<file path="config.mk">
export PLATFORM = sky130hd
export DESIGN_NAME = updown_count_seq_ctrl_flat
export DESIGN_NICKNAME = d
export VERILOG_FILES = /design/src/rtl/updown_count_seq_ctrl_if.sv /design/src/rtl/updown_count_seq_ctrl.sv /design/src/flat_wrapper.sv
export SDC_FILE = /design/constraint.sdc
export NUM_CORES = 1
export LEC_CHECK = 0
export ABC_AREA = 1
export CAP_MARGIN = 20
export CELL_PAD_IN_SITES_DETAIL_PLACEMENT = 1
export CELL_PAD_IN_SITES_GLOBAL_PLACEMENT = 1
export CORE_MARGIN = 2
export CORE_UTILIZATION = 25
export DETAILED_ROUTE_END_ITERATION = 10
export GPL_TIMING_DRIVEN = 0
export PLACE_DENSITY_LB_ADDON = 0.1
export SLEW_MARGIN = 20
export SYNTH_ARGS = -nofsm -noshare
export SYNTH_HDL_FRONTEND = slang
export SYNTH_SLANG_ARGS = --single-unit
export TNS_END_PERCENT = 1
</file>
<file path="constraint.sdc">
create_clock -name clk -period 2.75 [get_ports clk]
set_input_delay 0.55 -clock clk [delete_from_list [all_inputs] [get_ports clk]]
set_output_delay 0.55 -clock clk [all_outputs]
set_load 0.005 [all_outputs]
</file>
<file path="src/rtl/updown_count_seq_ctrl_if.sv">
// Command/status bundle between a run requester and the up/down count sequencer.
// The requester drives start/stop/pause and the range config; the sequencer reports status.
interface updown_count_seq_ctrl_if #(
  parameter int WIDTH  = 8,
  parameter int PASS_W = 8
);
  logic              start;
  logic              stop;
  logic              pause;
  logic [1:0]        cfg_mode;
  logic [WIDTH-1:0]  cfg_low;
  logic [WIDTH-1:0]  cfg_high;
  logic [PASS_W-1:0] cfg_passes;
  logic [WIDTH-1:0]  count;
  logic              mode;
  logic              busy;
  logic              tc;
  logic              done;
  logic              err;

  modport master (
    output start, stop, pause, cfg_mode, cfg_low, cfg_high, cfg_passes,
    input  count, mode, busy, tc, done, err
  );

  modport slave (
    input  start, stop, pause, cfg_mode, cfg_low, cfg_high, cfg_passes,
    output count, mode, busy, tc, done, err
  );
endinterface

</file>
<file path="src/rtl/updown_count_seq_ctrl.sv">
// Run controller for the 8-bit up/down counter: one-shot up/down, wrapping up and
// ping-pong sequencing over a latched [low..high] range with a terminal-count budget.
module updown_count_seq_ctrl #(
  parameter int WIDTH  = 8,
  parameter int PASS_W = 8
) (
  input  logic                  clk,
  input  logic                  rst,
  updown_count_seq_ctrl_if.slave bus
);

  typedef enum logic [1:0] {IDLE, RUN, HOLD, DONE} state_e;

  localparam logic [WIDTH-1:0]  ONE_C = 1;
  localparam logic [PASS_W-1:0] ONE_P = 1;

  state_e            state_q;
  logic [WIDTH-1:0]  count_q, low_q, high_q;
  logic [1:0]        run_mode_q;
  logic [PASS_W-1:0] passes_q, pass_q;
  logic              mode_q, err_q;

  logic at_bound, advancing, tc_w, done_w, last_pass, accept, flat;

  // Terminal bound depends on the run mode and, in ping-pong, on the current direction.
  always_comb begin
    at_bound = 1'b0;
    case (run_mode_q)
      2'b00, 2'b10: at_bound = (count_q == high_q);
      2'b01:        at_bound = (count_q == low_q);
      default:      at_bound = mode_q ? (count_q == low_q) : (count_q == high_q);
    endcase
  end

  assign advancing = (state_q == RUN) && !bus.stop && !bus.pause;
  assign tc_w      = advancing && at_bound;
  assign last_pass = (passes_q != '0) && ((pass_q + ONE_P) == passes_q);
  assign done_w    = tc_w && (run_mode_q[1] ? last_pass : 1'b1);
  assign accept    = ((state_q == IDLE) || (state_q == DONE)) && bus.start && !bus.stop;
  assign flat      = (low_q == high_q);

  always_ff @(posedge clk or posedge rst) begin
    if (rst) begin
      state_q    <= IDLE;
      count_q    <= '0;
      mode_q     <= 1'b0;
      err_q      <= 1'b0;
      pass_q     <= '0;
      low_q      <= '0;
      high_q     <= '0;
      passes_q   <= '0;
      run_mode_q <= 2'b00;
    end else begin
      err_q <= 1'b0;
      case (state_q)
        IDLE, DONE: begin
          state_q <= IDLE;
          if (accept) begin
            if (bus.cfg_low > bus.cfg_high) begin
              err_q <= 1'b1;
            end else begin
              state_q    <= RUN;
              low_q      <= bus.cfg_low;
              high_q     <= bus.cfg_high;
              passes_q   <= bus.cfg_passes;
              run_mode_q <= bus.cfg_mode;
              pass_q     <= '0;
              if (bus.cfg_mode == 2'b01) begin
                count_q <= bus.cfg_high;
                mode_q  <= 1'b1;
              end else begin
                count_q <= bus.cfg_low;
                mode_q  <= 1'b0;
              end
            end
          end
        end
        RUN: begin
          if (bus.stop) begin
            state_q <= IDLE;
          end else if (bus.pause) begin
            state_q <= HOLD;
          end else if (done_w) begin
            state_q <= DONE;
            pass_q  <= pass_q + ONE_P;
          end else begin
            if (tc_w) pass_q <= pass_q + ONE_P;
            case (run_mode_q)
              2'b00:   count_q <= count_q + ONE_C;
              2'b01:   count_q <= count_q - ONE_C;
              2'b10:   count_q <= at_bound ? low_q : count_q + ONE_C;
              default: begin
                // Reversal steps one inside the range, unless the range is a single value.
                if (!mode_q) begin
                  if (at_bound) begin
                    mode_q  <= 1'b1;
                    count_q <= flat ? high_q : high_q - ONE_C;
                  end else begin
                    count_q <= count_q + ONE_C;
                  end
                end else begin
                  if (at_bound) begin
                    mode_q  <= 1'b0;
                    count_q <= flat ? low_q : low_q + ONE_C;
                  end else begin
                    count_q <= count_q - ONE_C;
                  end
                end
              end
            endcase
          end
        end
        HOLD: begin
          if (bus.stop)        state_q <= IDLE;
          else if (!bus.pause) state_q <= RUN;
        end
        default: state_q <= IDLE;
      endcase
    end
  end

  assign bus.count = count_q;
  assign bus.mode  = mode_q;
  assign bus.busy  = (state_q == RUN) || (state_q == HOLD);
  assign bus.tc    = tc_w;
  assign bus.done  = done_w;
  assign bus.err   = err_q;

endmodule
</file>
<file path="src/flat_wrapper.sv">
// flat-port wrapper written by rule: the top's interface ports become plain ports
module updown_count_seq_ctrl_flat 
#(
  parameter int WIDTH  = 8,
  parameter int PASS_W = 8
)
  (clk, rst, bus_start, bus_stop, bus_pause, bus_cfg_mode, bus_cfg_low, bus_cfg_high, bus_cfg_passes, bus_count, bus_mode, bus_busy, bus_tc, bus_done, bus_err);
  updown_count_seq_ctrl_if #(.WIDTH(WIDTH), .PASS_W(PASS_W)) bus_i ();
  input  logic clk;
  input  logic rst;
  input wire logic [$bits(bus_i.start)-1:0] bus_start;
  input wire logic [$bits(bus_i.stop)-1:0] bus_stop;
  input wire logic [$bits(bus_i.pause)-1:0] bus_pause;
  input wire logic [$bits(bus_i.cfg_mode)-1:0] bus_cfg_mode;
  input wire logic [$bits(bus_i.cfg_low)-1:0] bus_cfg_low;
  input wire logic [$bits(bus_i.cfg_high)-1:0] bus_cfg_high;
  input wire logic [$bits(bus_i.cfg_passes)-1:0] bus_cfg_passes;
  output wire logic [$bits(bus_i.count)-1:0] bus_count;
  output wire logic [$bits(bus_i.mode)-1:0] bus_mode;
  output wire logic [$bits(bus_i.busy)-1:0] bus_busy;
  output wire logic [$bits(bus_i.tc)-1:0] bus_tc;
  output wire logic [$bits(bus_i.done)-1:0] bus_done;
  output wire logic [$bits(bus_i.err)-1:0] bus_err;
  assign bus_i.start = bus_start;
  assign bus_i.stop = bus_stop;
  assign bus_i.pause = bus_pause;
  assign bus_i.cfg_mode = bus_cfg_mode;
  assign bus_i.cfg_low = bus_cfg_low;
  assign bus_i.cfg_high = bus_cfg_high;
  assign bus_i.cfg_passes = bus_cfg_passes;
  assign bus_count = bus_i.count;
  assign bus_mode = bus_i.mode;
  assign bus_busy = bus_i.busy;
  assign bus_tc = bus_i.tc;
  assign bus_done = bus_i.done;
  assign bus_err = bus_i.err;
  updown_count_seq_ctrl #(.WIDTH(WIDTH), .PASS_W(PASS_W)) u_core (.clk(clk), .rst(rst), .bus(bus_i));
endmodule
</file>
==> impl_summary.md, run 1 <==
Synthesis
Yosys printed 0 warnings. The most common flop cell mapped by yosys is dfrtp_1. The number of distinct library cell variants in the gate-level netlist after synthesis is 36. The gate count after technology mapping is 693. The number of synthesized flops with an enable pin is 0. Counting every net in the synthesized netlist gives 739. In the post-synthesis netlist, the biggest area contributors are dfrtp_1 27%, nand2_1 22%, nand3_1 7.8%. After synthesis the netlist holds a flip-flop and latch count of 46. By instance count, the leading cell after synthesis is nand2_1. The proportion of synthesized flip-flops having asynchronous set or reset is between 90% and 100%. A synthesized cell averages 6.15 um^2. The dominant cell type by area after synthesis is dfrtp_1. The sequential area share after synthesis is 27.0%. The mapped cell area is 0.00426 mm^2.

The area share of the largest cell type after synthesis is 27.0%. The commonest cells after synthesis are 252 x nand2_1, 73 x inv_1, 66 x nand3_1, 60 x nor2_1, 46 x dfrtp_1.

Final layout
Relative to the synthesized area, the layout overhead comes to 28.2%. The antenna diode instance count is 0. Of the cells placed in the final design, the portion with a size suffix greater than 1 is about an eighth. At the end of the flow the core is filled with cells to 32.8%. The count of non-filler cells in the finished layout is 982. After the last flow step, the layout net total stands at 807.

Floorplanning
The height of the die is 135 um. The number of I/O pins is 44. The core outline area is 0.0166 mm^2. Measured along the x axis, the die boundary spans 135 um. The initial utilization of the core area, before any placement, comes to between 20% and 30%. The row count is 47.

The floorplan step defined a die boundary enclosing 0.0181 mm^2.

Setup path
The worst setup path is of the primary input to flip-flop kind. The maximum fanout along the worst path is 5. The type of origin of the critical path is a primary input. STA classifies the critical path endpoint as a flip-flop.

For the worst setup path, the data required time is 2980 ps. Data on the critical path arrives at its endpoint at 2830 ps.

GRT
The initial antenna violation count is 0. The first-pass GRT wire length is 27.4 mm. For this run, the total global-route usage over all layers was measured as 19.8%. Entering global routing, the biggest net connects 19 pins. The via count of the first global-routing pass came to 4979. After global routing the overflow that remains totals 0.

Routing
The pre-antenna-repair detailed-routing pass consisted of 4 iterations. The post-detailed-route wirelength per cell is 17.3 um. The residual DRC count is 0. Once detail routing completed, the nets flagged for antenna violations numbered 0. Across all layers, the routed design uses 4682 vias. The vias per cell is 4.77. The overall routed net length is 17.0 mm. The number of design-rule violations left by the first detailed-router iteration is 172.

STA
Setup violations remaining at the end of the flow were counted as 0. For the final database, setup skew stands at roughly 5.8 ps. At the pin with the least slew margin, the transition time is between 700 and 800 ps. The clock period could shrink to 2600 ps. After layout, the worst setup slack is 148 ps.

In the finished design, the share of the clock period the worst path needs comes to 94.6%. Setup repair after global routing could not meet its margin everywhere. The total count of hold-check failures in the final report was 0. The highest achievable clock rate is 384 MHz. The count of pins over their slew limit is 0. The final worst hold slack is 515 ps. In this run the tightest slew margin relative to its limit is 50.8%.

Power and ir drop
The net switching fraction of the power is approximately half. The power share of the combinational group is around three fifths. The clock group share of total power is 14.9%.

Internal power comes to 2.31 mW. The power consumption is ~4.5 mW. Sequential cells burn roughly 26% of the power.

In this run the static leakage power is 2.65 nW. Dividing total power by cell area gives a power density of 822 mW/mm^2. IR analysis of the VDD net gives a maximum drop of 0.000379 V. In this run the power spent charging and discharging nets is 2.18 mW.

Clock network
The number of sinks driven by the clock tree is 46. Clock latency on the worst-skew pair, taken at its later pin, is 300 ps. TritonCTS built the clock tree.

After clock tree synthesis, the clock-pin slew on the worst setup and hold paths is 70 ps. The buffer cell driving the clock tree root is clkbuf_16. The number of buffers created by CTS is 5.

The deepest clock path buffer count is 2. The H-tree depth reported by CTS is 2.

Placement
The placed wire-length estimate after detailed placement is between 10 and 15 mm. The worst slack after detailed placement is -653 ps. The congestion estimate from routability-driven global placement came to between 0.8 and 0.9. During placement, the flow inserted port buffers numbering between 40 and 50. After detailed placement, the design holds a cell count of 958.

Run status
The flow ran to the end, and the final reports show no timing, DRC or antenna violations.

Hold path
The min-delay analysis places its worst path in the category primary input to async pin.

Run
The max-cap violation count is 0.
[power groups by stage]
stage	combinational, mW	clock [mW]	sequential (mW)
after floorplan	1.69	0	1.05
after global placement	2.46	0	1.17
after detailed placement	2.49	0	1.17
after CTS	2.61	0.700	1.17
after global routing	3.03	0.722	1.20
final	2.66	0.670	1.16
[final timing paths]
| path | start | cells after the start | to | slack (ps) |
|---|---|---|---|---|
| setup / recovery | bus_cfg_high[6] | 13 | u_core.bus.count[4] | 150 |
| hold / removal | rst | 2 | u_core.pass_q[6] | 520 |
| setup reg to reg | u_core.low_q[0] | 14 | u_core.bus.count[5] | 450 |
| hold reg to reg | u_core.state_q[0] | 2 | u_core.state_q[0] | 520 |
| max in group asynchronous | rst | 4 | u_core.low_q[5] | 1640 |
| min in group clk | u_core.state_q[0] | 2 | u_core.state_q[0] | 520 |
[metal layers]
metal,vias to the layer above,global-route usage (%),wire length (um)
met4,0,5.91,457
met1,2272,24.9,7520
met2,58,35.6,8450
li1,2331,-,-
met3,21,2.33,542
met5,-,0,0
[through the flow]
step / cell area [um^2] / setup TNS, ps
after floorplan: 4260 / 0
after global placement: 4970 / -18590
after detailed placement: 5020 / -18570
after CTS: 5340 / -35.4
after global routing: 5460 / -38.8
final: 5460 / 0
[what timing repair did]
item                       4_1_cts  5_1_grt
resized for setup               30       16
setup buffers                    8        8
hold buffers                     0        0
pin swaps                        4       10
setup endpoints to repair       35       38
[kinds of logic (layout without fill, tap and decap cells)]
family / Yosys count / in the layout / synth area share (%)
AOI/OAI and AO/OA: 79 / 79 / 10.2
xor gates and xnor gates: 29 / 29 / 5.96
adders and majority gates: 15 / 15 / 4.40
buffers and inverters: 105 / 174 / 10.4
DFF: 46 / 46 / 27.0
muxes: 5 / 5 / 1.32
and+or+nand+nor: 414 / 414 / 40.8
[final cells by class]
class                   instances  area (um^2)
clock buffers                   7          153
inverters                      76          297
well taps                     220          275
clock inverters                 1         8.76
plain buffers                  29          173
fillers                      2143        11200
flip-flops and latches         46         1160
repair buffers                 61          637
multi-input cells             542         2760
[critical path, cell delays in order]
cell and delay, ps:
clkdlybuf4s50_1 490, inv_1 100, ha_1 290, nand2_1 60
nor2_1 150, nand4_1 150, nand2_4 150, nand2_4 80
a21oi_4 210, a21boi_4 300, buf_12 150, nor2_1 40
nor2_1 100
[registers in the layout, summed over array words and instances (netlist names)]
| name | count |
|---|---|
| u_core.bus.count | 8 |
| u_core.high_q | 8 |
| u_core.low_q | 8 |
| u_core.pass_q | 8 |
| u_core.passes_q | 8 |
| u_core.run_mode_q | 2 |
| u_core.state_q | 2 |
| u_core.bus.err | 1 |
| u_core.bus.mode | 1 |
[placed cells by master (no fill, tap or decap), types with 3 or more instances in the layout]
| cell | count |
|---|---|
| clkbuf_2 | 5 |
| nand2_4 | 4 |
| mux2_2 | 5 |
| nor3_1 | 7 |
| inv_1 | 69 |
| nand2_1 | 247 |
| dfrtp_1 | 38 |
| nand2_2 | 6 |
| xor2_1 | 21 |
| clkbuf_1 | 6 |
| clkbuf_16 | 5 |
| o21ai_0 | 41 |
| clkdlybuf4s50_1 | 41 |
| nor2_1 | 57 |
| nand3b_1 | 3 |
| buf_12 | 3 |
| ha_1 | 14 |
| buf_4 | 17 |
| buf_2 | 11 |
| dfrtp_2 | 8 |
| inv_4 | 3 |
| inv_2 | 3 |
| a21oi_1 | 25 |
| nor2_2 | 6 |
| nand3_2 | 3 |
| nand4_1 | 9 |
| nand3_1 | 64 |
| xnor2_1 | 7 |
| buf_6 | 4 |
| o21ai_1 | 3 |
(Power assumes the default switching activity.)
==> run 2: changes to the inputs <==
- SETUP_SLACK_MARGIN: not set -> 0.3
==> impl_summary.md, run 2 (synthesis gave the netlist of run 1 again) <==
Clock network
The number of buffers created by CTS is 5 (unchanged). The post-cts hold buffer count came to 0 (unchanged). The H-tree depth reported by CTS is 2 (unchanged). The deepest clock path buffer count is 2 (unchanged). The clock-pin transition on the worst setup and hold timing paths was 70 ps (about the same). The CTS tree is yes. The number of sinks driven by the clock tree is 46 (unchanged).

The clock network latency to the later pin of the worst-skew pair is 310 ps (about the same). The buffer cell driving the clock tree root is clkbuf_16.

Final layout
The post-layout net count came to 831 (+3.0%). Leaving out fill and tap cells, the most frequent cell in the layout is nand2_1. The area growth from synthesis to layout is 35.2%. The layout filler cell count was 2138 (-0.23%).

The share of final-layout standard cells stronger than drive strength 1 was 19.1% (+6.0 points). The antenna diode instance count came to 0 (unchanged). The count of non-filler cells in the finished layout is 1006 (+2.4%). The final core area utilization came to 34.6% (+1.8 points). In the layout the commonest cells are 244 x nand2_1, 62 x inv_1, 61 x nand3_1.

Routing
The post-detailed-route wirelength per cell is 17.8 um (+2.7%). The detailed-routing iteration count for the pre-antenna-repair pass was 4 (unchanged). The via count of the routed design was 4801 (+2.5%). The number of design-rule violations left by the first detailed-router iteration is 171 (-0.58%).

The overall routed net length is 17.9 mm (+5.2%). The vias per cell was 4.77 (about the same). The final antenna-violating net count is 0 (unchanged). The residual DRC count is 0 (unchanged).

Floorplanning
The effective utilization at floorplan was 25.6% (unchanged). The number of I/O pins is 44 (unchanged). The core outline area is 0.0166 mm^2 (unchanged). The row count is 47 (unchanged). The die width is 135 um (unchanged). The die area is 0.0181 mm^2 (unchanged). The height of the die is 135 um (unchanged).

Placement
The post-placement cell count was 958 (unchanged). The final weighted congestion of routability-driven global placement is 0.880 (unchanged). The worst slack after detailed placement came to -653 ps (unchanged). The number of input and output port buffers inserted is 43 (unchanged). The placed wire-length estimate after detailed placement is 13.6 mm (unchanged).

STA
The actual slew at the worst max-slew pin is 743 ps (+7.67 ps). Setup repair after global routing could not meet its margin everywhere. The total count of hold-check failures in the final report is 0 (unchanged). The final cycle utilization of the critical path was 91.4% (-3.2 points). The aggregate negative setup slack is 0 ps (unchanged). The worst clock skew on the final layout is 8.48 ps (+2.64 ps).

The highest achievable clock rate is 398 MHz (+3.5%). The tightest slew margin relative to the limit came to 50.3% (-0.51 points). The final count of negative-setup-slack endpoints is 0 (unchanged). The time the final worst path needs with I/O delays and setup is 2510 ps (-87.7 ps). The final worst slack is 236 ps (+87.7 ps). The count of pins over their slew limit is 0 (unchanged).

Setup path
The required time at the endpoint of the critical path is 2200 ps (-780 ps). The biggest cell delay along the critical path is 420 ps (-70 ps). The maximum fanout along the worst path came to 5 (unchanged). The type of origin of the critical path is a flip-flop. By startpoint and endpoint, the worst setup path is classified as flip-flop to primary output. The kind of end point of the critical path is a primary output. The cell with the largest stage delay on the worst path is dfrtp_1. Traced cell by cell, the critical path runs through ha_4 -> buf_12 -> nand4_1 -> nand2_2 -> or2_4 -> nand3_2 -> nor2_2 -> nand3_2 -> nand2_2 -> nand2_4 -> inv_2 -> buf_6. Grouping stages by cell kind, the critical path spends the most delay in simple AND/OR/NAND/NOR gates. The worst endpoint data arrival time was 1960 ps (-870 ps). The number of buffer and inverter stages on the critical path is 3 (unchanged).

GRT
The pin count of the biggest net entering global routing came to 19 (unchanged). The total routing usage reported by global routing was 20.6% (+0.78 points). The via count of the first global-routing pass was 5132 (+3.1%). The initial antenna violation count is 0 (unchanged). The first-pass GRT wire length is 28.4 mm (+3.6%).

The residual overflow from global routing came to 0 (unchanged).

Power and ir drop
The leakage component of the power came to 2.79 nW (+5.5%). The power consumption is 4.78 mW (+6.5%). The power density over cell area is 830 mW/mm^2 (+0.91%).

The maximum vdd drop is 0.000378 V (-0.21%).

Run status
The run finished with clean final reports.

Hold path
In this run the worst hold path is classified as primary input to async pin.

Run
The max-cap violation count was 0 (unchanged).
## run 2: metal layers
metal / track usage, % / vias to the layer above / wire length, um / part of all wire [%]
met3: 2.40 / 23 / 478 / 2.7
met2: 36.5 / 60 / 8910 / 50
li1: - / 2378 / - / -
met1: 26.1 / 2340 / 8000 / 45
met4: 6.78 / 0 / 465 / 2.6
met5: 0 / - / 0 / 0
## run 2: final timing paths
kind	startpoint	to	slack (ps)	depth (start not counted)
setup / recovery	u_core.pass_q[1]	bus_done	240	12
hold / removal	rst	u_core.pass_q[6]	520	2
setup reg to reg	u_core.pass_q[1]	u_core.bus.count[4]	450	15
hold reg to reg	u_core.state_q[0]	u_core.state_q[0]	520	2
max in group asynchronous	rst	u_core.high_q[4]	1640	4
min in group clk	u_core.state_q[0]	u_core.state_q[0]	520	2
## run 2: per-stage QoR
step | instance area, um^2 | hold WS (ps)
finish | 5760 | 517
global route | 5760 | 554
CTS | 5610 | 520
detailed placement | 5020 | 509
global placement | 4970 | 494
floorplan | 4260 | 469
## run 2: area by class of cell
cell class	instances	area, um^2	share of cell area (%)
Buffer	29	214	3.71
Clock buffer	7	153	2.65
Clock inverter	1	8.76	0.152
Inverter	76	297	5.15
Multi-Input combinational cell	542	2830	49.0
Sequential cell	46	1170	20.3
Tap cell	220	275	4.78
Timing Repair Buffer	85	822	14.3
## run 2: power breakdown
group	total, mW	leakage, nW	switching (mW)	internal [mW]
combinational	2.95	2.16	1.74	1.21
sequential	1.16	0.553	0.270	0.889
clock	0.671	0.0801	0.282	0.389
total	4.78	2.79	2.29	2.49
## run 2: repair_timing
item	4_1_cts	5_1_grt
buffers inserted	34	6
pin swaps	13	21
endpoints found under the setup margin	46	45
gates resized for setup	65	27
